===== config.mk =====
export PLATFORM = sky130hd
export DESIGN_NAME = sram_arbiter
export DESIGN_NICKNAME = d
export VERILOG_FILES = /design/src/rtl/sram_arbiter.sv
export SDC_FILE = /design/constraint.sdc
export NUM_CORES = 1
export LEC_CHECK = 0
export CAP_MARGIN = 25
export CORE_UTILIZATION = 55
export CTS_BUF_LIST = sky130_fd_sc_hd__clkbuf_16
export CTS_CLUSTER_SIZE = 30
export DETAILED_ROUTE_END_ITERATION = 16
export DONT_BUFFER_PORTS = 1
export PLACE_DENSITY = 0.73
export SLEW_MARGIN = 0
export SYNTH_ARGS = -nofsm -noshare
export SYNTH_HDL_FRONTEND = slang
export SYNTH_SLANG_ARGS = --single-unit

===== constraint.sdc =====
create_clock -name Clk -period 1.2 [get_ports Clk]
set_input_delay 0.12 -clock Clk [delete_from_list [all_inputs] [get_ports Clk]]
set_output_delay 0.12 -clock Clk [all_outputs]
set_load 0.01 [all_outputs]

===== src/rtl/sram_arbiter.sv =====
// rtl/sram_arbiter.sv - two-requester arbiter and sequencer for a single-port synchronous SRAM
//
// Purpose: grants one of two requesters a single read or write access at a time and
//          drives the SRAM pins from registers. Read data returns on the shared rdata
//          bus with a one-cycle rvalid pulse for the requester that issued the read.
// Ports:
//   Clk, Rst_n                   clock, asynchronous active-low reset
//   req0/1, we0/1                request (held until gnt), 1 = write / 0 = read
//   addr0/1, wdata0/1            access address and write data, valid while req high
//   gnt0/1                       one-cycle pulse, command is on the SRAM pins this cycle
//   rvalid0/1, rdata             one-cycle read-return pulse, shared read data
//   sram_CS/WE/RD                SRAM control strobes, high only in the issue cycle
//   sram_Addr, sram_dataIn       SRAM address and write data, hold last value
//   sram_dataOut                 SRAM read data, valid the cycle after the RD cycle
// Configuration:
//   SRAM_ARB_FIXED_PRIO_EN       defined: requester 0 always wins a tie
//                                undefined: round-robin between the two requesters
`timescale 1ns/1ps

module sram_arbiter #(
    parameter int ADDR_W = 8,
    parameter int DATA_W = 8
) (
    input  logic              Clk,
    input  logic              Rst_n,
    input  logic              req0,
    input  logic              req1,
    input  logic              we0,
    input  logic              we1,
    input  logic [ADDR_W-1:0] addr0,
    input  logic [ADDR_W-1:0] addr1,
    input  logic [DATA_W-1:0] wdata0,
    input  logic [DATA_W-1:0] wdata1,
    output logic              gnt0,
    output logic              gnt1,
    output logic              rvalid0,
    output logic              rvalid1,
    output logic [DATA_W-1:0] rdata,
    output logic              sram_CS,
    output logic              sram_WE,
    output logic              sram_RD,
    output logic [ADDR_W-1:0] sram_Addr,
    output logic [DATA_W-1:0] sram_dataIn,
    input  logic [DATA_W-1:0] sram_dataOut
);

    typedef enum logic [1:0] {IDLE, ISSUE, CAPTURE} state_t;

    state_t state, state_nx;

    // Requester that owns the access in flight; steers the rvalid pulse.
    logic owner_q, owner_d;
    logic any_req;
    logic win;

    logic              gnt0_d, gnt1_d, rvalid0_d, rvalid1_d;
    logic              cs_d, we_d, rd_d;
    logic [ADDR_W-1:0] addr_d;
    logic [DATA_W-1:0] din_d, rdata_d;

    assign any_req = req0 | req1;

`ifdef SRAM_ARB_FIXED_PRIO_EN
    assign win = ~req0;
`else
    // Priority pointer names the requester that wins a tie.
    logic ptr_q, ptr_d;

    assign win = (req0 & req1) ? ptr_q : req1;
`endif

    // State register plus the registered outputs computed by the output process.
    always_ff @(posedge Clk or negedge Rst_n) begin
        if (!Rst_n) begin
            state       <= IDLE;
            owner_q     <= 1'b0;
            gnt0        <= 1'b0;
            gnt1        <= 1'b0;
            rvalid0     <= 1'b0;
            rvalid1     <= 1'b0;
            rdata       <= '0;
            sram_CS     <= 1'b0;
            sram_WE     <= 1'b0;
            sram_RD     <= 1'b0;
            sram_Addr   <= '0;
            sram_dataIn <= '0;
`ifndef SRAM_ARB_FIXED_PRIO_EN
            ptr_q       <= 1'b0;
`endif
        end else begin
            state       <= state_nx;
            owner_q     <= owner_d;
            gnt0        <= gnt0_d;
            gnt1        <= gnt1_d;
            rvalid0     <= rvalid0_d;
            rvalid1     <= rvalid1_d;
            rdata       <= rdata_d;
            sram_CS     <= cs_d;
            sram_WE     <= we_d;
            sram_RD     <= rd_d;
            sram_Addr   <= addr_d;
            sram_dataIn <= din_d;
`ifndef SRAM_ARB_FIXED_PRIO_EN
            ptr_q       <= ptr_d;
`endif
        end
    end

    // Next-state logic. sram_WE still holds the latched command type during ISSUE.
    always_comb begin
        state_nx = state;
        case (state)
            IDLE:    if (any_req) state_nx = ISSUE;
            ISSUE:   state_nx = sram_WE ? IDLE : CAPTURE;
            CAPTURE: state_nx = IDLE;
            default: state_nx = IDLE;
        endcase
    end

    // Output logic: next values for every registered output.
    always_comb begin
        gnt0_d    = 1'b0;
        gnt1_d    = 1'b0;
        rvalid0_d = 1'b0;
        rvalid1_d = 1'b0;
        cs_d      = 1'b0;
        we_d      = 1'b0;
        rd_d      = 1'b0;
        addr_d    = sram_Addr;
        din_d     = sram_dataIn;
        rdata_d   = rdata;
        owner_d   = owner_q;
`ifndef SRAM_ARB_FIXED_PRIO_EN
        ptr_d     = ptr_q;
`endif
        case (state)
            IDLE: begin
                // Latch the winner's command straight into the pin registers so
                // it executes even if the requester drops req afterwards.
                if (any_req) begin
                    gnt0_d  = ~win;
                    gnt1_d  = win;
                    cs_d    = 1'b1;
                    we_d    = win ? we1 : we0;
                    rd_d    = ~(win ? we1 : we0);
                    addr_d  = win ? addr1 : addr0;
                    din_d   = win ? wdata1 : wdata0;
                    owner_d = win;
`ifndef SRAM_ARB_FIXED_PRIO_EN
                    ptr_d   = ~win;
`endif
                end
            end
            CAPTURE: begin
                rdata_d   = sram_dataOut;
                rvalid0_d = ~owner_q;
                rvalid1_d = owner_q;
            end
            default: ;
        endcase
    end

endmodule


==> results of run 1 <==
worst max path at each step:
stage,depth (start not counted),to,startpoint,slack (ps)
floorplan,3,rdata[0],state[0],20
global placement,2,rdata[3],state[0],-40
detailed placement,2,rdata[7],state[0],-110
CTS,4,sram_dataIn[6],state[1],10
global route,4,sram_dataIn[0],state[0],2
finish,2,rdata[7],state[0],100
power by group:
| part | switching, W | leakage [nW] | internal [W] | total [W] |
|---|---|---|---|---|
| logic | 0.000812 | 0.315 | 0.000768 | 0.00158 |
| clock network | 0.000472 | 0.0658 | 0.000763 | 0.00124 |
| registers | 0.000640 | 0.412 | 0.00175 | 0.00239 |
| total | 0.00192 | 0.793 | 0.00328 | 0.00521 |
state kept, by name, summed over array words and instances (netlist names):
| register | flops |
|---|---|
| gnt0 | 1 |
| gnt1 | 1 |
| owner_q | 1 |
| ptr_q | 1 |
| rdata | 8 |
| rvalid0 | 1 |
| rvalid1 | 1 |
| sram_Addr | 8 |
| sram_CS | 1 |
| sram_RD | 1 |
| sram_WE | 1 |
| sram_dataIn | 8 |
| state | 2 |
what timing repair did:
action	in CTS	in global routing
pin swaps	0	1
setup buffers	0	1
endpoints found under the setup margin	8	16
resized for setup	2	6
hold buffers	11	0
endpoints found under the hold margin	45	0
cell type report:
type,count,share of cell area [%]
Clock buffer,5,6.485
Sequential cell,35,45.46
Clock inverter,3,1.038
Timing Repair Buffer,20,11.67
Tap cell,31,2.010
Multi-Input combinational cell,91,32.30
Inverter,4,1.038
layer usage:
| layer | vias up | wire length (µm) | share of wire (%) | GRT usage (%) |
|---|---|---|---|---|
| met5 | - | 0 | 0 | 0 |
| met4 | 0 | 55 | 1.5 | 9.643 |
| met3 | 6 | 338 | 9.3 | 9.368 |
| met2 | 68 | 1883 | 52 | 41.65 |
| met1 | 570 | 1365 | 37 | 30.70 |
| li1 | 544 | - | - | - |
logic make-up (layout without fill, tap and decap cells):
logic type             count (synthesis)  after routing  synth area share (%)
muxes                                  8              8                 5.737
AOI/OAI and AO/OA                     54             54                 22.47
DFF                                   35             35                 55.78
and+or+nand+nor                       29             29                 10.52
buffers and inverters                 15             32                 5.498
per-stage QoR:
stage               worst slack (ps)  hold WS, ps  setup TNS, ps  total power (W)
floorplan                      23.96       -175.6              0         0.003410
global placement              -37.31       -174.7         -288.8         0.003709
detailed placement            -108.5       -174.9         -741.2         0.003800
CTS                            13.06        3.329              0         0.005117
global route                   2.148        19.10              0         0.005541
finish                         95.24        8.876              0         0.005205
Yosys cell counts:
library cell / n
nor3_1: 1
nor2b_2: 1
or2_1: 1
a31oi_2: 8
and3_1: 1
buf_6: 2
o21ai_0: 17
clkbuf_1: 3
nand2b_1: 2
nand3_1: 17
o32ai_2: 1
nand2_1: 1
nor2_4: 1
a31oi_1: 9
nor2_1: 2
buf_2: 4
nand2_4: 1
buf_4: 2
a21oi_1: 19
dfrtp_1: 35
mux2_1: 8
inv_1: 3
nor3b_1: 1
inv_4: 1
worst max-delay path, delay by kind of cell, from the launching register on:
family,cells,cell delay (ps)
flops,1,400
mux,1,350
simple gates,1,230
cell usage in the layout, fill, tap and decap left out:
cell type,instances
a21oi_1,19
a31oi_1,9
a31oi_2,8
and3_1,1
buf_12,4
buf_4,6
clkbuf_16,5
clkinv_2,1
clkinvlp_4,2
dfrtp_1,34
dfrtp_2,1
dlygate4sd3_1,10
inv_1,3
inv_6,1
mux2_1,8
nand2_1,1
nand2_4,1
nand2b_4,2
nand3_1,17
nor2_1,2
nor2_4,1
nor2b_2,1
nor3_1,1
nor3b_1,1
o21ai_0,17
o32ai_2,1
or2_1,1
==> summary.md, run 1 <==
| Metric | Value |
|---|---|
| Via count of the routed design | approximately 1200 |
| First-pass GRT wire length | just under 6000 µm |
| Min-delay src | req1 |
| Register area share after synthesis | between 50% and 60% |
| Layout cells sized above 1 | between 20% and 30% |
| Dominant cell type by area after synthesis | dfrtp_1 |
| Hold crit path type | primary input to flop |
| Fillers | 197 |
| Cells on worst reg2reg path | 2 |
| Antenna Nets Post-Route | 0 |
| DP HPWL | roughly 2300 µm |
| Worst Skew | approximately 1.7 ps |
| Root Buffer | clkbuf_16 |
| Die area | 3072 µm² |
| Num CTS Buffers | 5 |
| Die Span Y | between 50 and 60 µm |
| Syn Nets | ~190 |
| Synth area leaders | dfrtp_1 (56%), a31oi_2 (6.4%), a21oi_1 (6.1%) |
| Gr usage total | between 20% and 30% |
| Fin. Hold Viols | 0 |
| Top cell type's share of synthesized area | a little under three fifths |
| Worst-path cell chain | nand2b_4 > mux2_1 |
| Placed Instance Area | about 1600 µm² |
| Effective utilization at floorplan | between 50 and 60% |
| Hold Path Stages | 2 |
| Row cnt | 19 |
| Setup CP Type | flop to flop |
| Crit end category | flop |
| Register-to-register setup slack | around 95 ps |
| Layout area overhead | 22.87% |
| Final weighted congestion in routability-driven placement | just over 0.7 |
| Via/cell ratio | 6.286 |
| Core area | ~2700 µm² |
| Worst Path Required | between 1000 and 1500 ps |
| Crit start category | flop |
| Seq cells post-synth | 35 |
| Max Buffers Root-to-Sink | 2 |
| Reg area | slightly below 900 µm² |
| Worst Tran Pin Value | 439.3 ps |
| RSZ-0062 raised after global routing | false |
| Mapped Cells | ~140 |
| WHS Endpoint | sram_dataIn[1] |
| CP max FO | 10 |
| Number of setup violations in the final report | 0 |
| Total Routed Length | between 3000 and 4000 µm |
| Synthesized area | roughly 1600 µm² |
| Fin crit share | between 90% and 100% |
| Pwr per Cell Area | roughly 2700 nW/µm² |
| WL/cell | 19.27 µm |
| CTS tree | yes |
| Achievable Freq | about 910 MHz |
| Detailed Route Iter0 Violations | between 40 and 50 |
| Drt drc | 0 |
| Antenna cells | 0 |
| Vias in the first global route | 1199 |
| Clock latency on the worst-skew pair | 270 ps |
| VDD IR max | about 2.0 mV |
| Total number of yosys warnings | 0 |
| Finished Cell Area | 1929 µm² |
| Placed instance count | around 170 |
| Layout Cells excl Fill | about 190 |
| Drt pass-1 iters | 4 |
| Synth cell types | 24 |
| Area of the multi-input gates | 623.1 µm² |
| Syn Area/Cell | about 11 µm² |
| Final Max Slew Viols | 0 |
| Port Buf Inserts | 0 |
| CP max stage cell | dfrtp_1 |
| Outcome | completed |
| Fin crit period | 1105 ps |
| CP max stage delay | roughly 400 ps |
| Chip Width | about 55 µm |
| Nets@finish | 203 |
| Critical R2R Launch | state[0] |
| Leak | a little under 0.8 nW |
| Worst slew margin | between 70% and 80% |
| Data arrival, critical path | 1250 ps |
| Initial antenna violation count | 0 |
| Clk sinks | 35 |
| Core Util, Final | between 70% and 80% |
| Remaining global-route overflow | 0 |
| FF-to-FF End | rdata[7] |
| Largest net degree at the start of global routing | 36 |
| I/O pin cnt | 77 |
| Max-Cap Viols | 0 |
| H-tree Lvls | 2 |
| Clock transition at path regs | roughly 60 ps |
Power figures use the tool's default switching activity.
==> run 2: changes to the inputs <==
- CELL_PAD_IN_SITES_DETAIL_PLACEMENT: default -> 2
- CELL_PAD_IN_SITES_GLOBAL_PLACEMENT: default -> 2
- CORE_UTILIZATION: 55 -> 32
- PLACE_DENSITY: 0.73 -> default
- PLACE_DENSITY_LB_ADDON: default -> 0.1
==> summary.md, run 2 (synthesis gave the netlist of run 1 again) <==
| Metric | Value |
|---|---|
| Max Buffers Root-to-Sink | 2 |
| Fin crit share | between 90% and 100% |
| RSZ-0062 raised after global routing | false |
| Chip Width | 72.05 µm |
| Nets@finish | ~210 |
| Largest regs | rdata (8), sram_Addr (8), sram_dataIn (8) |
| Post-route total power | ~0.0053 W |
| Fillers | ~490 |
| Most common cell after layout, fill and taps aside | dfrtp_1 |
| Crit start category | flop |
| Worst Tran Pin Value | 501.2 ps |
| Via/cell ratio | roughly 5.4 |
| Area of the multi-input gates | about 630 µm² |
| Worst Skew | approximately 4.1 ps |
| Most frequent cells in the layout | dfrtp_1 (33), a21oi_1 (18), nand3_1 (17), o21ai_0 (16), dlygate4sd3_1 (10) |
| Hold crit path type | primary input to flop |
| Total Routed Length | roughly 4400 µm |
| Core area | between 4000 and 5000 µm² |
| Final weighted congestion in routability-driven placement | 0.6394 |
| Worst Path Required | 1360 ps |
| Layout cells sized above 1 | between 20% and 30% |
| Final Max Slew Viols | 0 |
| Clk sinks | 35 |
| Antenna Nets Post-Route | 0 |
| Setup CP Type | flop to flop |
| I/O pin cnt | 77 |
| First-pass GRT wire length | ~7000 µm |
| Layout area overhead | 26.69% |
| # Post-CTS Setup Buffers | 0 |
| Worst slew margin | 66.55% |
| Clock latency on the worst-skew pair | between 200 and 300 ps |
| Reg area | 878.3 µm² |
| Detailed Route Iter0 Violations | 50 |
| Outcome | completed |
| Largest net degree at the start of global routing | 36 |
| Drt pass-1 iters | 2 |
| Fin. Hold Viols | 0 |
| Port Buf Inserts | 0 |
| CP max FO | 16 |
| Max-Cap Viols | 0 |
| Gr usage total | between 15 and 20% |
| H-tree Lvls | 2 |
| CTS tree | yes |
| Antenna cells | 0 |
| Vias in the first global route | around 1400 |
| Achievable Freq | ~900 MHz |
| Root Buffer | clkbuf_16 |
| Clock transition at path regs | approximately 50 ps |
| Die area | ~5200 µm² |
| Effective utilization at floorplan | 33.25% |
| Initial antenna violation count | 0 |
| Leak | a little over 0.8 nW |
| Num CTS Buffers | 5 |
| Crit end category | flop |
| DP HPWL | 2988 µm |
| Number of setup violations in the final report | 0 |
| VDD IR max | between 0.7 and 0.8 mV |
| Fin crit period | roughly 1100 ps |
| WHS | around 7.5 ps |
| Remaining global-route overflow | 0 |
| Drt drc | 0 |
| Row cnt | 25 |
| Data arrival, critical path | ~1300 ps |
| Via count of the routed design | around 1200 |
| Pwr per Cell Area | 2649 nW/µm² |
| Die Span Y | approximately 72 µm |
| WL/cell | 19.64 µm |
run 2: worst paths after layout:
path	startpoint	end	slack, ps	depth (start not counted)
max in group asynchronous	Rst_n	state[1]	680	2
hold reg to reg	owner_q	rvalid0	430	1
setup reg to reg	ptr_q	sram_RD	60	4
hold / removal	req1	sram_Addr[0]	7	2
min in group asynchronous	Rst_n	rdata[0]	320	2
setup / recovery	ptr_q	sram_RD	60	4
run 2: where the power goes:
| part | total, W | internal (W) | switching (W) |
|---|---|---|---|
| clock network | 0.00119 | 0.000745 | 0.000448 |
| logic | 0.00166 | 0.000801 | 0.000863 |
| registers | 0.00241 | 0.00175 | 0.000659 |
run 2: per-stage QoR:
| stage | utilization, % | TNS [ps] | setup slack (ps) | cell area [µm²] | std cells |
|---|---|---|---|---|---|
| 6_report | 42.12 | 0 | 60.52 | 1989 | 226 |
| 3_5_place_dp | 35.84 | -1203 | -165.7 | 1693 | 208 |
| 5_1_grt | 42.12 | 0 | 3.945 | 1989 | 226 |
| 3_3_place_gp | 35.84 | -459.2 | -60.66 | 1693 | 208 |
| 4_1_cts | 41.43 | 0 | 7.639 | 1957 | 226 |
| 2_1_floorplan | - | 0 | 23.96 | 1570 | 141 |
run 2: layer usage:
metal | global-route usage [%] | routed length (µm) | vias up
li1 | - | - | 551
met2 | 33.86 | 2408 | 48
met4 | 5.882 | 49 | 0
met1 | 19.66 | 1723 | 607
met3 | 5.000 | 255 | 5
met5 | 0 | 0 | -
run 2: cell type report:
class | instances | share of cell area [%]
Timing Repair Buffer | 22 | 12.01
Sequential cell | 35 | 44.15
Multi-Input combinational cell | 91 | 31.76
Clock buffer | 5 | 6.289
Clock inverter | 2 | 0.4403
Inverter | 4 | 1.132
Tap cell | 67 | 4.214
run 2: worst max-delay path: stages (launching register included):
cell and delay [ps]:
dfrtp_1 420, nand2b_4 180, buf_12 140, nand3_1 100, and3_1 180
run 2: what timing repair did:
action / 4_1_cts / 5_1_grt
pin swaps: 0 / 2
hold endpoints to repair: 45 / 0
hold buffers: 11 / 0
setup endpoints to repair: 23 / 22
resized for setup: 3 / 10
